File: config.mk
export PLATFORM = sky130hd
export DESIGN_NAME = eth_rx_fcs_check
export DESIGN_NICKNAME = d
export VERILOG_FILES = /design/src/rtl/eth_rx_fcs_check.sv
export SDC_FILE = /design/constraint.sdc
export NUM_CORES = 1
export LEC_CHECK = 0
export BUFFER_PORTS_ARGS = -buffer_cell sky130_fd_sc_hd__buf_2
export CAP_MARGIN = 20
export CORE_MARGIN = 2
export CORE_UTILIZATION = 35
export CTS_CLUSTER_SIZE = 28
export DETAILED_ROUTE_END_ITERATION = 10
export HOLD_SLACK_MARGIN = 0.08
export PLACE_DENSITY_LB_ADDON = 0.3
export SLEW_MARGIN = 20
export SYNTH_ARGS = -nofsm -noshare
export SYNTH_HDL_FRONTEND = slang
export SYNTH_SLANG_ARGS = --single-unit
export TNS_END_PERCENT = 20
File: constraint.sdc
create_clock -name CLK_125M -period 4.6 [get_ports CLK_125M]
set_input_delay 1.15 -clock CLK_125M [delete_from_list [all_inputs] [get_ports CLK_125M]]
set_output_delay 1.15 -clock CLK_125M [all_outputs]
set_load 0.1 [all_outputs]
File: src/rtl/eth_rx_fcs_check.sv
// Ethernet RX FCS checker: CRC-32 residue check, 4-byte FCS strip, TLAST/TUSER framing.
// Optional frame statistics counters are enabled by defining ETH_RX_FCS_STATS_EN.
module eth_rx_fcs_check #(
  parameter int MIN_FRAME_LEN = 64,
  parameter int MAX_FRAME_LEN = 1518
) (
  input  logic        CLK_125M,
  input  logic        SYS_RST,
  input  logic [7:0]  RGMII_RX_DATA,
  input  logic        RGMII_RX_VALID,
  input  logic        RGMII_RX_LAST,
  input  logic        RGMII_RX_USER,
  output logic        RGMII_RX_READY,
  output logic [7:0]  M_TDATA,
  output logic        M_TVALID,
  output logic        M_TLAST,
  output logic        M_TUSER,
  input  logic        M_TREADY
`ifdef ETH_RX_FCS_STATS_EN
  ,
  output logic [31:0] FRAME_OK_CNT,
  output logic [31:0] FRAME_ERR_CNT
`endif
);

  typedef enum logic [1:0] {IDLE, FILL, STREAM, LAST} state_t;

  localparam logic [31:0] CRC_INIT    = 32'hFFFF_FFFF;
  localparam logic [31:0] CRC_POLY    = 32'hEDB8_8320;
  localparam logic [31:0] CRC_RESIDUE = 32'hDEBB_20E3;
  localparam logic [10:0] LEN_MIN     = 11'(MIN_FRAME_LEN);
  localparam logic [10:0] LEN_MAX     = 11'(MAX_FRAME_LEN);
  localparam logic [10:0] LEN_SAT     = 11'(MAX_FRAME_LEN + 1);

  state_t          state_q, state_d;
  logic [3:0][7:0] hold_q, hold_d;
  logic [2:0]      hcnt_q, hcnt_d;
  logic [31:0]     crc_q, crc_d;
  logic [10:0]     len_q, len_d;
  logic            err_q, err_d;
  logic [7:0]      tdata_q, tdata_d;
  logic            tvalid_q, tvalid_d;
  logic            tlast_q, tlast_d;
  logic            tuser_q, tuser_d;
  logic            rdy_en_q;
`ifdef ETH_RX_FCS_STATS_EN
  logic [31:0]     ok_cnt_q, ok_cnt_d;
  logic [31:0]     err_cnt_q, err_cnt_d;
`endif

  logic        accept;
  logic        xfer;
  logic [31:0] crc_nxt;
  logic [10:0] len_nxt;
  logic        user_nxt;
  logic        frame_bad;

  function automatic logic [31:0] crc_byte(input logic [31:0] crc, input logic [7:0] data);
    logic [31:0] c;
    c = crc ^ {24'h0, data};
    for (int i = 0; i < 8; i++) begin
      c = c[0] ? ((c >> 1) ^ CRC_POLY) : (c >> 1);
    end
    return c;
  endfunction

  // Upstream ready follows the output register slot; the TLAST cycle blocks the next frame.
  assign xfer           = tvalid_q & M_TREADY;
  assign RGMII_RX_READY = rdy_en_q & (state_q != LAST) & (~tvalid_q | M_TREADY);
  assign accept         = RGMII_RX_VALID & RGMII_RX_READY;

  assign crc_nxt   = crc_byte(crc_q, RGMII_RX_DATA);
  assign len_nxt   = (len_q >= LEN_SAT) ? LEN_SAT : len_q + 11'd1;
  assign user_nxt  = err_q | RGMII_RX_USER;
  assign frame_bad = (crc_nxt != CRC_RESIDUE) | (len_nxt < LEN_MIN) | (len_nxt > LEN_MAX) | user_nxt;

  always_comb begin
    state_d  = state_q;
    hold_d   = hold_q;
    hcnt_d   = hcnt_q;
    crc_d    = crc_q;
    len_d    = len_q;
    err_d    = err_q;
    tdata_d  = tdata_q;
    tvalid_d = tvalid_q & ~M_TREADY;
    tlast_d  = tlast_q & ~M_TREADY;
    tuser_d  = tuser_q & ~M_TREADY;
`ifdef ETH_RX_FCS_STATS_EN
    ok_cnt_d  = ok_cnt_q;
    err_cnt_d = err_cnt_q;
`endif

    if (accept) begin
      crc_d  = crc_nxt;
      len_d  = len_nxt;
      err_d  = user_nxt;
      hold_d = {hold_q[2:0], RGMII_RX_DATA};
      if (hcnt_q != 3'd4) begin
        hcnt_d = hcnt_q + 3'd1;
      end

      if (RGMII_RX_LAST) begin
        if (hcnt_q == 3'd4) begin
          // The byte leaving the delay line is the final payload byte; the line now holds the FCS.
          tdata_d  = hold_q[3];
          tvalid_d = 1'b1;
          tlast_d  = 1'b1;
          tuser_d  = frame_bad;
          state_d  = LAST;
`ifdef ETH_RX_FCS_STATS_EN
          if (frame_bad) begin
            err_cnt_d = err_cnt_q + 32'd1;
          end else begin
            ok_cnt_d = ok_cnt_q + 32'd1;
          end
`endif
        end else begin
          // Runt of four bytes or fewer: nothing to forward, restart immediately.
          state_d = IDLE;
          hcnt_d  = 3'd0;
          crc_d   = CRC_INIT;
          len_d   = 11'd0;
          err_d   = 1'b0;
`ifdef ETH_RX_FCS_STATS_EN
          err_cnt_d = err_cnt_q + 32'd1;
`endif
        end
      end else if (hcnt_q == 3'd4) begin
        tdata_d  = hold_q[3];
        tvalid_d = 1'b1;
        tlast_d  = 1'b0;
        tuser_d  = 1'b0;
        state_d  = STREAM;
      end else begin
        state_d = (hcnt_q == 3'd3) ? STREAM : FILL;
      end
    end

    if ((state_q == LAST) && xfer) begin
      state_d = IDLE;
      hcnt_d  = 3'd0;
      crc_d   = CRC_INIT;
      len_d   = 11'd0;
      err_d   = 1'b0;
    end
  end

  always_ff @(posedge CLK_125M or posedge SYS_RST) begin
    if (SYS_RST) begin
      state_q  <= IDLE;
      hold_q   <= '0;
      hcnt_q   <= 3'd0;
      crc_q    <= CRC_INIT;
      len_q    <= 11'd0;
      err_q    <= 1'b0;
      tdata_q  <= 8'h00;
      tvalid_q <= 1'b0;
      tlast_q  <= 1'b0;
      tuser_q  <= 1'b0;
      rdy_en_q <= 1'b0;
    end else begin
      state_q  <= state_d;
      hold_q   <= hold_d;
      hcnt_q   <= hcnt_d;
      crc_q    <= crc_d;
      len_q    <= len_d;
      err_q    <= err_d;
      tdata_q  <= tdata_d;
      tvalid_q <= tvalid_d;
      tlast_q  <= tlast_d;
      tuser_q  <= tuser_d;
      rdy_en_q <= 1'b1;
    end
  end

`ifdef ETH_RX_FCS_STATS_EN
  always_ff @(posedge CLK_125M or posedge SYS_RST) begin
    if (SYS_RST) begin
      ok_cnt_q  <= 32'd0;
      err_cnt_q <= 32'd0;
    end else begin
      ok_cnt_q  <= ok_cnt_d;
      err_cnt_q <= err_cnt_d;
    end
  end

  assign FRAME_OK_CNT  = ok_cnt_q;
  assign FRAME_ERR_CNT = err_cnt_q;
`endif

  assign M_TDATA  = tdata_q;
  assign M_TVALID = tvalid_q;
  assign M_TLAST  = tlast_q;
  assign M_TUSER  = tuser_q;

endmodule
==> run_results.csv <==
group,metric,value,unit
run_status,outcome,"finished clean",
global_routing,grt_pass1_vias,3535,
clocking,post_cts.repair.setup_buffers,0,
critical_path,critPathLaunchType,"input port",
yosys,syn_area,5199,um^2
sta,period_needed,3556,ps
yosys,synth_cell_types,61,
yosys,synth-compound-area-share,11.89,%
sta,layout_worst_path_cycle_share,77.31,%
sta,fin_skew,9.481,ps
clocking,clkLatencyLatePin,350,ps
yosys,async_flop_share,100.0,%
detailed_routing,via_per_inst,5.160,
global_routing,grt_pass1_wl,18120,um
clocking,cts_sinks,93,
place,hpwl,7567,um
critical_path,cp-end-kind,"register",
clocking,ctsHoldBuffers,0,
detailed_routing,drt-initial-drc-count,206,
place,post-place-ws,692.2,ps
yosys,syn_avg_cell_area,11.04,um^2
floorplan,die_w,125.9,um
critical_path,crit_path_top_delay_cell,"xnor2_1",
final_layout,nNetsFinal,513,
critical_path,setup.worst_path.class,"in -> reg",
sta,hold_viol_final,0,
yosys,synth_top_family_by_area,"XOR/XNOR gates",
critical_path,cp_top_family,"XOR/XNOR gates",
critical_path,crit_chain,"buf_2 > xnor2_1 > xnor2_2 > ha_1 > nor3b_1 > o2111ai_1 > nor4_1 > o2111ai_1 > a2111oi_4 > a31oi_1",
global_routing,grt_start_max_net_pins,54,
yosys,synthAdderAreaFrac,1.444,%
sta,fmax,281.2,MHz
detailed_routing,vias,3519,
critical_path,worst-path-buf-inv,1,
detailed_routing,dr.pass1.iters,4,
worst_hold_path,worstHoldPathType,"reg -> reg",
yosys,synth_xor_area_share,16.27,%
final_layout,drive_above_1_share,29.12,%
sta,tns,0,ps
sta,setup_slack,1044,ps
global_routing,antenna_found_initial,0,
sta,relSlewSlack,39.79,%
critical_path,worstPathArrival,3770,ps
yosys,syn_nets,491,
critical_path,critPathMaxFanout,9,
floorplan,rows,44,
floorplan,die_area,15840,um^2
global_routing,gr-total-overflow,0,
yosys,synth_edf_count,0,
sta,setup_viol,0,
detailed_routing,wire_per_inst,15.87,um
place,placement.io_buffers,25,
power,finalPower,4.659,mW
critical_path,crit_path_frequent_cell,"o2111ai_1",
final_layout,final_util,40.08,%
clocking,h-tree-depth,3,
floorplan,io_pins,26,
floorplan,die_h,125.9,um
critical_path,slowest_delay,720,ps
clocking,cts_max_path_buffers,2,
clocking,cts_resized,0,
yosys,synth_mux_area_share,9.747,%
final_layout,fillCellCount,1405,
floorplan,start_util,35.77,%
power,peakVddDrop,0.2733,mV
job,maxCapViolCount,0,
yosys,syn_inst,471,
yosys,seq_area_frac_synth,45.54,%
sta,drv_slew,0,
place,gp_congestion,0.8618,
power,powerDensity,799.8,nW/um^2
yosys,synth_ff_type,"dfrtp_1",
clocking,numCtsBuffers,9,
floorplan,core_area,14530,um^2
yosys,synth.yosys.warnings,0,
sta,worstMarginPinSlew,898.8,ps
critical_path,crit_required,4810,ps
final_layout,area_delta_synth_final,12.06,%
yosys,yosys_register_bits,93,
sta,rsz0062_at_grt,"no",
power,p_leak,2.423,nW
global_routing,grt_usage,14.31,%
clocking,cts_tree,"built",
detailed_routing,drcViolationCount,0,
detailed_routing,drtAntennaViolNets,0,
yosys,yosys.area_share.simple,12.25,%
clocking,clk_pin_slew_worst_paths,60,ps
clocking,root_buffer,"clkbuf_16",
detailed_routing,wl,10830,um
final_layout,antenna_cells,0,
[stage by stage]
step | area [um^2] | std cells | hold slack [ps]
after floorplan | 5199 | 471 | 474.2
after CTS | 5814 | 681 | 504.2
after global placement | 5528 | 665 | 480.9
final | 5826 | 682 | 498.8
after global routing | 5826 | 682 | 510.6
after detailed placement | 5528 | 665 | 483.6
[power breakdown]
part | internal (mW) | switching [mW]
registers | 1.20 | 0.220
logic | 1.08 | 1.43
clock network | 0.423 | 0.303
[path summary, 6_finish.rpt]
path	startpoint	to	slack, ps	cells after the start
setup / recovery	RGMII_RX_DATA[0]	M_TUSER	1040	10
hold / removal	hold_q[20]	hold_q[20]	500	1
setup reg to reg	crc_q[0]	M_TUSER	1610	9
hold reg to reg	hold_q[20]	hold_q[20]	500	1
max in group asynchronous	SYS_RST	crc_q[11]	2920	3
min in group asynchronous	SYS_RST	hcnt_q[2]	890	2
[cells in the final DEF (no fill, tap or decap), drive strengths merged, types with 3 or more instances in the layout]
master,instances
and2,4
ha,6
nand4,6
xnor2,45
a22o,10
xnor3,5
buf,32
nor2,46
nor3,5
nand3,9
clkbuf,13
and3,3
xor2,20
mux2i,3
inv,10
a31oi,3
o22ai,3
nor3b,4
nand2,26
o21ai,14
dfrtp,61
or3,5
a21oi,41
o22a,5
mux2,40
a22oi,3
dfstp,32
nand2b,4
[cells in the mapped netlist, drive strengths merged, types with 3 or more instances]
| cell | count | area (um^2) |
|---|---|---|
| a21oi | 41 | 205.2 |
| a22o | 10 | 87.58 |
| a22oi | 3 | 22.52 |
| a31oi | 3 | 18.77 |
| and2 | 4 | 28.78 |
| and3 | 3 | 18.77 |
| clkbuf | 18 | 87.59 |
| dfrtp | 61 | 1526 |
| dfstp | 32 | 840.8 |
| ha | 6 | 75.07 |
| inv | 11 | 41.29 |
| mux2 | 40 | 450.4 |
| mux2i | 3 | 30.03 |
| nand2 | 26 | 97.59 |
| nand2b | 4 | 25.02 |
| nand3 | 9 | 45.04 |
| nand4 | 6 | 37.54 |
| nor2 | 46 | 172.7 |
| nor3 | 5 | 25.02 |
| nor3b | 4 | 30.03 |
| o21ai | 14 | 70.06 |
| o22a | 5 | 43.79 |
| o22ai | 3 | 18.77 |
| or3 | 5 | 32.53 |
| xnor2 | 45 | 499.2 |
| xnor3 | 5 | 123.9 |
| xor2 | 20 | 175.2 |
[worst reg2reg max path, cell delays in order, from the launching register on]
cell and delay (ps):
dfstp_2 370, xnor2_1 700, xnor2_2 290, ha_1 220
nor3b_1 200, o2111ai_1 160, nor4_1 230, o2111ai_1 220
a2111oi_4 350, a31oi_1 120
[registers in the layout, indices dropped and copies added (netlist names)]
| signal | flops |
|---|---|
| crc_q | 32 |
| hold_q | 32 |
| len_q | 11 |
| M_TDATA | 8 |
| hcnt_q | 3 |
| state_q | 2 |
| M_TLAST | 1 |
| M_TUSER | 1 |
| M_TVALID | 1 |
| err_q | 1 |
| rdy_en_q | 1 |
[per-layer routing]
layer	wire length, um	global-route usage (%)	vias up
li1	-	-	1712
met1	5278	19.50	1735
met2	4989	22.67	59
met3	402	3.781	13
met4	154	4.008	0
met5	0	0	-
[kinds of logic after synthesis]
kind of cell    Yosys count
compound gates           95
xor+xnor                 72
fa+ha+maj                 6
buf+inv                  32
flops                    93
mux                      44
other cells               1
simple gates            128
[cell type report]
class	count	area [um^2]	area share, %
Inverter	11	42.54	0.7302
Clock inverter	3	46.29	0.7947
Timing Repair Buffer	32	193.9	3.329
Clock buffer	13	240.2	4.124
Tap cell	184	230.2	3.952
Multi-Input combinational cell	346	2705	46.43
Sequential cell	93	2367	40.64
No activity file was read; power rests on OpenSTA's default activity.
